`src/rtl/ifetch_pkg.sv`:
```
// Shared types and constants for the instruction fetch front-end.
// Contents: PC/instruction widths, PC step, FIFO entry type, FSM state
// enum and a PC word-alignment helper.
package ifetch_pkg;

  localparam int PC_W    = 32;
  localparam int INSTR_W = 32;

  localparam logic [PC_W-1:0] PC_INC = 32'd4;

  typedef struct packed {
    logic [INSTR_W-1:0] instr;
    logic [PC_W-1:0]    pc;
  } fetch_entry_t;

  typedef enum logic {
    IDLE = 1'b0,
    RUN  = 1'b1
  } fetch_state_e;

  // Clears the byte-offset bits so every fetch address is word aligned.
  function automatic logic [PC_W-1:0] align_pc(input logic [PC_W-1:0] a);
    return a & ~(PC_W'(3));
  endfunction

endpackage

```
`src/rtl/ifetch_if.sv`:
```
// Bus bundle between the fetch unit, instruction memory and decode.
// master (fetch unit): drives imem_pc_o/imem_we_o to memory and
//   instr_o/pc_o/valid_o to decode; receives imem_instr_i and ready_i.
// slave (memory + decode side): the mirror image.
interface ifetch_if;
  import ifetch_pkg::*;

  logic [PC_W-1:0]    imem_pc_o;
  logic               imem_we_o;
  logic [INSTR_W-1:0] imem_instr_i;
  logic [INSTR_W-1:0] instr_o;
  logic [PC_W-1:0]    pc_o;
  logic               valid_o;
  logic               ready_i;

  modport master (
    output imem_pc_o, imem_we_o, instr_o, pc_o, valid_o,
    input  imem_instr_i, ready_i
  );

  modport slave (
    input  imem_pc_o, imem_we_o, instr_o, pc_o, valid_o,
    output imem_instr_i, ready_i
  );

endinterface

```
`src/rtl/ifetch_fifo.sv`:
```
// Response FIFO for fetched {instr, pc} entries.
// Shift-register organisation: entry 0 is always the head, so the head
// comes straight from a register.
// Ports: clk_i, aresetn_i (async active-low), push_i/push_data_i,
//   pop_i, flush_i (priority over push and pop), head_o, count_o,
//   full_o, empty_o.
module ifetch_fifo
  import ifetch_pkg::*;
#(
  parameter  int DEPTH = 2,
  localparam int CNT_W = $clog2(DEPTH + 1)
) (
  input  logic         clk_i,
  input  logic         aresetn_i,
  input  logic         push_i,
  input  fetch_entry_t push_data_i,
  input  logic         pop_i,
  input  logic         flush_i,
  output fetch_entry_t head_o,
  output logic [CNT_W-1:0] count_o,
  output logic         full_o,
  output logic         empty_o
);

  fetch_entry_t      ent_q [DEPTH];
  fetch_entry_t      ent_d [DEPTH];
  logic [CNT_W-1:0]  cnt_q, cnt_d;
  logic [CNT_W-1:0]  wr_idx;
  logic              pop_eff;

  assign empty_o = (cnt_q == '0);
  assign full_o  = (cnt_q == CNT_W'(DEPTH));
  assign count_o = cnt_q;
  assign head_o  = ent_q[0];
  assign pop_eff = pop_i && !empty_o;
  // A push in the same cycle as a pop lands one slot lower, after the shift.
  assign wr_idx  = cnt_q - CNT_W'(pop_eff);

  always_comb begin
    ent_d = ent_q;
    cnt_d = cnt_q;
    if (flush_i) begin
      cnt_d = '0;
    end else begin
      if (pop_eff) begin
        for (int i = 0; i < DEPTH - 1; i++) ent_d[i] = ent_q[i+1];
      end
      if (push_i) begin
        for (int i = 0; i < DEPTH; i++) begin
          if (CNT_W'(i) == wr_idx) ent_d[i] = push_data_i;
        end
      end
      cnt_d = cnt_q + CNT_W'(push_i) - CNT_W'(pop_eff);
    end
  end

  always_ff @(posedge clk_i or negedge aresetn_i) begin
    if (!aresetn_i) begin
      cnt_q <= '0;
      for (int i = 0; i < DEPTH; i++) ent_q[i] <= '0;
    end else begin
      cnt_q <= cnt_d;
      ent_q <= ent_d;
    end
  end

endmodule

```
`src/rtl/ifetch_unit.sv`:
```
// Instruction fetch front-end.
// Issues sequential word reads to a synchronous SRAM (data one cycle
// after the address), buffers returned words with their PCs in a small
// FIFO so decode back-pressure never drops data, and flushes on redirect.
// Ports: clk_i, aresetn_i (async active-low), fetch_en_i (level),
//   redirect_valid_i/redirect_pc_i (redirect strobe + target),
//   bus (ifetch_if.master: imem_pc_o, imem_we_o, imem_instr_i,
//   instr_o, pc_o, valid_o, ready_i).
module ifetch_unit
  import ifetch_pkg::*;
#(
  parameter logic [PC_W-1:0] RESET_PC = 32'h0000_0000,
  parameter int              DEPTH    = 2
) (
  input  logic            clk_i,
  input  logic            aresetn_i,
  input  logic            fetch_en_i,
  input  logic            redirect_valid_i,
  input  logic [PC_W-1:0] redirect_pc_i,
  ifetch_if.master        bus
);

  localparam int CNT_W = $clog2(DEPTH + 1);

  fetch_state_e      state_q;
  logic [PC_W-1:0]   next_pc_q;
  logic              rsp_v_q;
  logic [PC_W-1:0]   rsp_pc_q;

  logic [PC_W-1:0]   tgt;
  logic              pop, redir_issue, seq_issue;
  logic [CNT_W:0]    occ;
  logic              fifo_push, fifo_full, fifo_empty;
  logic [CNT_W-1:0]  fifo_count;
  fetch_entry_t      fifo_head, push_data;

  assign tgt = align_pc(redirect_pc_i);
  assign pop = bus.valid_o && bus.ready_i;

  // Occupancy after this cycle's push/pop; the read issued now lands one
  // cycle later, so it must still find a free slot.
  assign occ = {1'b0, fifo_count} + (CNT_W+1)'(rsp_v_q) - (CNT_W+1)'(pop);

  assign redir_issue = redirect_valid_i && ((state_q == RUN) || fetch_en_i);
  assign seq_issue   = !redirect_valid_i && (state_q == RUN) && fetch_en_i &&
                       (occ < (CNT_W+1)'(DEPTH));

  assign bus.imem_pc_o = redir_issue ? tgt : next_pc_q;
  assign bus.imem_we_o = 1'b0;

  // A redirect kills the response arriving this cycle.
  assign fifo_push = rsp_v_q && !redirect_valid_i;
  assign push_data = '{instr: bus.imem_instr_i, pc: rsp_pc_q};

  ifetch_fifo #(.DEPTH(DEPTH)) u_fifo (
    .clk_i       (clk_i),
    .aresetn_i   (aresetn_i),
    .push_i      (fifo_push),
    .push_data_i (push_data),
    .pop_i       (pop),
    .flush_i     (redirect_valid_i),
    .head_o      (fifo_head),
    .count_o     (fifo_count),
    .full_o      (fifo_full),
    .empty_o     (fifo_empty)
  );

  assign bus.instr_o = fifo_head.instr;
  assign bus.pc_o    = fifo_head.pc;
  assign bus.valid_o = !fifo_empty;

  always_ff @(posedge clk_i or negedge aresetn_i) begin
    if (!aresetn_i) begin
      state_q   <= IDLE;
      next_pc_q <= RESET_PC;
      rsp_v_q   <= 1'b0;
      rsp_pc_q  <= RESET_PC;
    end else begin
      case (state_q)
        IDLE:    if (fetch_en_i)  state_q <= RUN;
        RUN:     if (!fetch_en_i) state_q <= IDLE;
        default: state_q <= IDLE;
      endcase
      if (redir_issue) begin
        rsp_v_q   <= 1'b1;
        rsp_pc_q  <= tgt;
        next_pc_q <= tgt + PC_INC;
      end else if (redirect_valid_i) begin
        rsp_v_q   <= 1'b0;
        next_pc_q <= tgt;
      end else if (seq_issue) begin
        rsp_v_q   <= 1'b1;
        rsp_pc_q  <= next_pc_q;
        next_pc_q <= next_pc_q + PC_INC;
      end else begin
        rsp_v_q   <= 1'b0;
      end
    end
  end

  // The issue rule reserves a slot for every in-flight read.
  always @(posedge clk_i) begin
    if (aresetn_i) assert (!(fifo_push && fifo_full));
  end

endmodule
```
`src/flat_wrapper.sv`:
```
// flat-port wrapper written by rule: the top's interface ports become plain ports
module ifetch_unit_flat import ifetch_pkg::*;
#(
  parameter logic [PC_W-1:0] RESET_PC = 32'h0000_0000,
  parameter int              DEPTH    = 2
)
  (clk_i, aresetn_i, fetch_en_i, redirect_valid_i, redirect_pc_i, bus_imem_pc_o, bus_imem_we_o, bus_instr_o, bus_pc_o, bus_valid_o, bus_imem_instr_i, bus_ready_i);
  ifetch_if bus_i ();
  input  logic clk_i;
  input  logic aresetn_i;
  input  logic fetch_en_i;
  input  logic redirect_valid_i;
  input  logic [PC_W-1:0] redirect_pc_i;
  output wire logic [$bits(bus_i.imem_pc_o)-1:0] bus_imem_pc_o;
  output wire logic [$bits(bus_i.imem_we_o)-1:0] bus_imem_we_o;
  output wire logic [$bits(bus_i.instr_o)-1:0] bus_instr_o;
  output wire logic [$bits(bus_i.pc_o)-1:0] bus_pc_o;
  output wire logic [$bits(bus_i.valid_o)-1:0] bus_valid_o;
  input wire logic [$bits(bus_i.imem_instr_i)-1:0] bus_imem_instr_i;
  input wire logic [$bits(bus_i.ready_i)-1:0] bus_ready_i;
  assign bus_imem_pc_o = bus_i.imem_pc_o;
  assign bus_imem_we_o = bus_i.imem_we_o;
  assign bus_instr_o = bus_i.instr_o;
  assign bus_pc_o = bus_i.pc_o;
  assign bus_valid_o = bus_i.valid_o;
  assign bus_i.imem_instr_i = bus_imem_instr_i;
  assign bus_i.ready_i = bus_ready_i;
  ifetch_unit #(.RESET_PC(RESET_PC), .DEPTH(DEPTH)) u_core (.clk_i(clk_i), .aresetn_i(aresetn_i), .fetch_en_i(fetch_en_i), .redirect_valid_i(redirect_valid_i), .redirect_pc_i(redirect_pc_i), .bus(bus_i));
endmodule
```
`config.mk`:
```
export PLATFORM = sky130hd
export DESIGN_NAME = ifetch_unit_flat
export DESIGN_NICKNAME = d
export VERILOG_FILES = /design/src/rtl/ifetch_pkg.sv /design/src/rtl/ifetch_if.sv /design/src/rtl/ifetch_fifo.sv /design/src/rtl/ifetch_unit.sv /design/src/flat_wrapper.sv
export SDC_FILE = /design/constraint.sdc
export NUM_CORES = 1
export LEC_CHECK = 0
export ABC_AREA = 1
export BUFFER_PORTS_ARGS = -buffer_cell sky130_fd_sc_hd__buf_2
export CAP_MARGIN = 0
export CORE_MARGIN = 2
export CORE_UTILIZATION = 45
export DETAILED_ROUTE_END_ITERATION = 16
export PLACE_DENSITY = 0.65
export SETUP_SLACK_MARGIN = 0.3
export SKIP_CTS_REPAIR_TIMING = 1
export SYNTH_ARGS = -nofsm -noshare
export SYNTH_HDL_FRONTEND = slang
export SYNTH_SLANG_ARGS = --single-unit
```
`constraint.sdc`:
```
create_clock -name clk_i -period 3.6 [get_ports clk_i]
set_clock_uncertainty 0.2 [all_clocks]
set_input_delay 0.54 -clock clk_i [delete_from_list [all_inputs] [get_ports clk_i]]
set_output_delay 0.54 -clock clk_i [all_outputs]
set_load 0.03 [all_outputs]
```
; After elaboration in Yosys (flattened, before gate mapping)
; Index checks and enable logic that the tools add are counted.
; Widths: inputs -> output; s select.
[totals]
regBits = 196
input_bits = 69
[op_classes]
addsub = 7
order_cmp = 1
n_eq_ne = 2
mux = 16
bitwise = 1
reduce_logical = 16
[op_table]
columns = op, n
row1 = $mux 32, 7
row2 = $mux 64, 3
row3 = $mux 128, 1
row4 = $add 32x3->32 const B, 2
row5 = $logic_and 1x1->1, 7
row6 = $logic_not 2->1, 2
row7 = $mux 1, 4
row8 = $sub 2x1->2, 2
row9 = $add 2x1->3, 1
row10 = $lt 3x2->1 const B, 1
row11 = $reduce_and 3->1, 1
row12 = $reduce_bool 3->1, 1
row13 = $sub 3x1->3, 1
row14 = $add 2x1->2, 1
row15 = $eq 1x2->1 const A, 1
row16 = $logic_not 1->1, 2
row17 = $mux 2, 1
row18 = $ne 2x1->1 const B, 1
row19 = $reduce_and 2->1, 1
row20 = $reduce_bool 2->1, 1
row21 = $logic_or 1x1->1, 1
row22 = $not 1->1, 1

; Depth between registers and ports, before layout
[depth]
depth_word = 9
depth_mapped = 17
mapped_depth_nobuf = 16

; Cells and area by module
; From an unflattened synthesis, not the netlist that was laid out.
[unflattened]
hier_cells = 1720
hier_area_um2 = 11982.7
[modules_own_cells]
columns = module, n_inst, cells_each, area_each_um2, seq_area_each_um2
row1 = ifetch_fifo, 1, 923, 6937.9, 3253.1
row2 = ifetch_unit, 1, 797, 5044.8, 1576.5

; Worst setup path after synthesis
; Ideal clock, no wire load.
[synth_path]
path_kind = register -> register
start = register u_core.u_fifo.cnt_q[1] (netlist: u_core.u_fifo.count_o[1])
end = register u_core.next_pc_q[5]
arrival_ns = 3.042
setup_slack_ns = 0.284
path_stages_with_launch = 18
n_path_buf = 2
synth_period_minus_slack_ns = 3.316
path_cell_list = dfrtp_1 -> inv_2 -> nand2_1 -> nand2_2 -> clkbuf_1 -> inv_1 -> ha_1 -> or2_2 -> fa_1 -> nand2_1 -> nor2_2 -> nand2_2 -> nand2_4 -> inv_2 -> buf_6 -> a21oi_2 -> o221ai_2 -> o21ai_2
[synth_via]
elab_chain_len = 7
elab_cells_between_ends = 8
[synth_rtl]
columns = item, line_no
row1 = start: declaration, ifetch_fifo.sv:27  ; logic [CNT_W-1:0] cnt_q, cnt_d;
row2 = start signal: assignment, ifetch_fifo.sv:62  ; cnt_q <= cnt_d;
row3 = $logic_not 2->1, ifetch_fifo.sv:31  ; assign empty_o = (cnt_q == '0);
row4 = $logic_not 1->1, ifetch_unit.sv:70  ; assign bus.valid_o = !fifo_empty;
row5 = named net bus_valid_o, flat_wrapper.sv:18  ; output wire logic [$bits(bus_i.valid_o)-1:0] bus_valid_o;
row6 = $logic_and 1x1->1, ifetch_unit.sv:38  ; assign pop = bus.valid_o && bus.ready_i;
row7 = $sub 3x1->3, ifetch_unit.sv:42  ; assign occ = {1'b0, fifo_count} + (CNT_W+1)'(rsp_v_q) - (CNT_W+1)'(pop);
row8 = $lt 3x2->1, ifetch_unit.sv:46  ; (occ < (CNT_W+1)'(DEPTH));
row9 = $logic_and 1x1->1, ifetch_unit.sv:45  ; assign seq_issue = !redirect_valid_i && (state_q == RUN) && fetch_en_i &&
row10 = $reduce_bool 3->1 (no source line), -
row11 = end signal: assignment, ifetch_unit.sv:87  ; next_pc_q <= tgt + PC_INC;
row12 = end signal: assignment, ifetch_unit.sv:90  ; next_pc_q <= tgt;
row13 = end signal: assignment, ifetch_unit.sv:94  ; next_pc_q <= next_pc_q + PC_INC;
row14 = end: declaration, ifetch_unit.sv:26  ; logic [PC_W-1:0] next_pc_q;
; The timed path passes the listed nets, and every way through them passes these cells.
; A chain may end at the register's enable or synchronous reset.

; Worst setup path after layout
[layout_path]
start = register u_core.state_q
end = output port bus_imem_pc_o[19]
[layout_via]
elab_chain_len = 3
[layout_rtl]
columns = item, line_no
row1 = start: declaration, ifetch_unit.sv:25  ; fetch_state_e state_q;
row2 = start signal: assignment, ifetch_unit.sv:74  ; state_q <= IDLE;
row3 = start signal: assignment, ifetch_unit.sv:80  ; IDLE: if (fetch_en_i) state_q <= RUN;
row4 = start signal: assignment, ifetch_unit.sv:81  ; RUN: if (!fetch_en_i) state_q <= IDLE;
row5 = $logic_or 1x1->1, ifetch_unit.sv:44  ; assign redir_issue = redirect_valid_i && ((state_q == RUN) || fetch_en_i);
row6 = $logic_and 1x1->1, ifetch_unit.sv:44
row7 = $mux 32, ifetch_unit.sv:48  ; assign bus.imem_pc_o = redir_issue ? tgt : next_pc_q;
row8 = end: declaration, flat_wrapper.sv:14  ; output wire logic [$bits(bus_i.imem_pc_o)-1:0] bus_imem_pc_o;
; Every way passes these cells.

==> results.txt <==
* Top post-synthesis cells by area: dfrtp_1, nand2_1, o21ai_0, buf_4, a31oi_1
- Half-perimeter wire length after detailed placement: ~21 mm
- During synthesis, Yosys emitted a total of 0 warnings.
- At the worst endpoint, the required time is 2860 ps.
- #FFs+latches synth: between 150 and 200
* Most used standard cells in the synthesized netlist: nand2_1, dfrtp_1, o21ai_0, nor2_1, inv_1
* Final-layout setup total negative slack: 0 ps
- In the final layout, the share of cells above drive strength 1 is a little under a fifth.
- Area of the mapped netlist: 11100 µm²
- The floorplan has 57 rows.
- Top-area cell type share of the netlist area: a little over two fifths
* Worst skew pair latency: 440 ps
- Count of non-filler cells in the finished layout: between 1500 and 2000
* Largest area contributor in the synthesized netlist: dfrtp_1
* Total number of vias: 9826
* Critical path arrival: between 2000 and 2500 ps
- Run status: complete, no violations
- VDD sags by at most about 0.34 mV.
* Clock period minus worst slack: approximately 3100 ps
- Actual slew at the worst max-slew pin: approximately 1000 ps
- The first global-routing pass estimated 48.9 mm of wire.
- Dividing the detail-routed wire length by the instance count gives between 15 and 20 µm.
- The floorplan step set the die height to 161 µm.
- H-tree depth: 4
- Root buffer selected by CTS: clkbuf_16
- Initial antenna violation count: 0
- Port bufs: 161
- First-pass detailed-route iteration total: 5
- On the final layout, the worst hold slack is ~75 ps.
* Number of nets in the layout: approximately 1600
- Top-level port count: roughly 170
- After layout, the worst path uses 86.7% of the clock period.
- Counting flops with an async set or reset pin after synthesis yields a share of 100%.
- Max Slew Vio Count: 0
- Entering global routing, the biggest net connects 107 pins.
* Clock tree from TritonCTS: yes
* Finish-stage setup viols: 0
* Number of vias per cell after detailed routing: 5.25
- In this run the static leakage power is just under 0.006 µW.
- Cell Pwr Density: approximately 760 nW/µm²
- Fmax: roughly 320 MHz
* DR iter-0 viols: ~900
- The floorplan step defined a core boundary enclosing about 24000 µm².
* Final weighted congestion in routability-driven placement: 0.941
* Predominant post-synthesis flop cell: dfrtp_1
* Portion of the post-synthesis area used by sequential elements: a little over two fifths
- 0 antenna diodes ended up in the layout.
- Bufs on Longest Clock Path: 2
* DR DRC count: 0
- Once placement completed, the tool counted placed cells totaling 1838.
- The critical path is of the register to primary output type.
- Largest fanout on the critical path: 23
* Aggregate global-route resource usage: 23.7%
- The worst setup path is captured at a primary output.
* Die area: ~26000 µm²
* Library cells used by synthesis: 41
- Across the run, the number of max-cap violations was 0.
- After clock tree synthesis, the clock-pin slew on the worst setup and hold paths is 70 ps.
- Synthesized area divided by synthesized cell count: roughly 7.5 µm²
- Number of sinks driven by the clock tree: between 150 and 200
* EDFF count, synth: 0
* Leftover overflow at the end of global routing: 0
- Vias in the first global route: around 9000
- For this configuration, the core starts out at a cell density of around 46%.
- TritonCTS created 17 clock buffers.
* RSZ-0062 raised after global routing: no
- Area Overhead vs Synth: 11.3%
- Measured against its own limit, the worst slew margin works out to between 30% and 40%.
* Hold violation total from the final report: 0
* Die Span X: about 160 µm
* Startpoint type of the worst setup path: register
- Number of routed nets with antenna violations: 0
- Type of the tightest min-delay check: input pin to register
- Overall power consumption after layout is estimated at around 9400 µW.
* Syn Inst Count: 1466
- Fill cells in the final layout number ~2500.
* Aggregate routed wire length: ~30 mm
* Most frequent cell after synthesis: nand2_1
==> layout by cell type (no fill, tap or decap), types with 2 or more instances in the layout <==
master and n:
clkbuf_16 17, dfrtp_1 191, conb_1 3, inv_6 2, inv_1 108, buf_12 4
o21ai_1 11, o31ai_1 3, buf_2 160, a21oi_2 3, nand3_2 2, nor2_4 4
ha_1 6, a21oi_1 83, inv_2 4, clkinv_8 5, nand4_1 5, o211ai_1 3
buf_4 24, inv_8 2, nand2_1 412, xnor2_1 2, o21ai_0 176, nor3_1 2
nand3_1 59, nand2_2 5, nor2_2 5, nor2_1 111, a22oi_1 2, xor2_1 10
clkinv_4 4, nand2_4 2, mux2_2 32, a31oi_1 67, inv_4 2, clkinvlp_4 2
==> critical path, stage by stage (launching register included) <==
cell	delay [ps]
dfrtp_1	410
nor2_4	150
nor2_4	60
inv_2	380
buf_4	240
nor2_1	60
a21oi_1	360
buf_2	290
==> cells by family after synthesis <==
family / synth area share, %
DFF: 43.4
other: 0.0339
adders and majority gates: 0.859
muxes: 3.26
buffers and inverters: 12.0
xor gates and xnor gates: 1.03
AOI/OAI and AO/OA: 17.1
and+or+nand+nor: 22.3
==> power breakdown <==
part / internal (µW) / switching, µW
combinational: 1290 / 2630
sequential: 3050 / 512
clock: 931 / 949
total: 5270 / 4090
==> final cells by class <==
type | instances | area [µm²] | share of cell area (%)
Sequential cell | 192 | 4810 | 39.0
Timing Repair Buffer | 190 | 1080 | 8.81
Clock buffer | 17 | 425 | 3.45
Multi-Input combinational cell | 1019 | 4990 | 40.5
Tap cell | 324 | 405 | 3.29
Inverter | 114 | 433 | 3.51
Clock inverter | 15 | 171 | 1.39
==> worst paths after layout <==
check,start,end,slack (ps),cells past startpoint
worst max-delay path,u_core.state_q,bus_imem_pc_o[19],480,7
worst min-delay path,fetch_en_i,u_core.state_q,80,1
worst max register to register,u_core.u_fifo.count_o[1],u_core.rsp_pc_q[19],510,14
worst min register to register,u_core.u_fifo.ent_q[22],u_core.u_fifo.ent_q[22],280,2
max in group asynchronous,aresetn_i,u_core.u_fifo.head_o[43],1780,3
min in group asynchronous,aresetn_i,u_core.u_fifo.head_o[5],520,2
==> per-layer routing <==
metal | routed length (µm) | track usage [%] | vias up
li1 | - | - | 4887
met4 | 443 | 6.49 | 0
met2 | 13900 | 36.7 | 368
met5 | 0 | 0 | -
met3 | 2200 | 4.55 | 30
met1 | 13900 | 34.2 | 4541
==> registers in the layout, indices dropped and copies added, names as in the netlist <==
register	flops
u_core.u_fifo.count_o	2
u_core.rsp_v_q	1
u_core.u_fifo.head_o	64
u_core.state_q	1
u_core.next_pc_q	30
u_core.rsp_pc_q	31
u_core.u_fifo.ent_q	63
==> per-stage QoR <==
step / cell area [µm²] / util, % / setup WS (ps)
floorplan: 11100 / - / 398
global placement: 11700 / 48.1 / 318
detailed placement: 11700 / 48.1 / 287
CTS: 12300 / 50.6 / 321
global route: 12300 / 50.8 / 290
finish: 12300 / 50.8 / 478
Power figures use the tool's default switching activity.
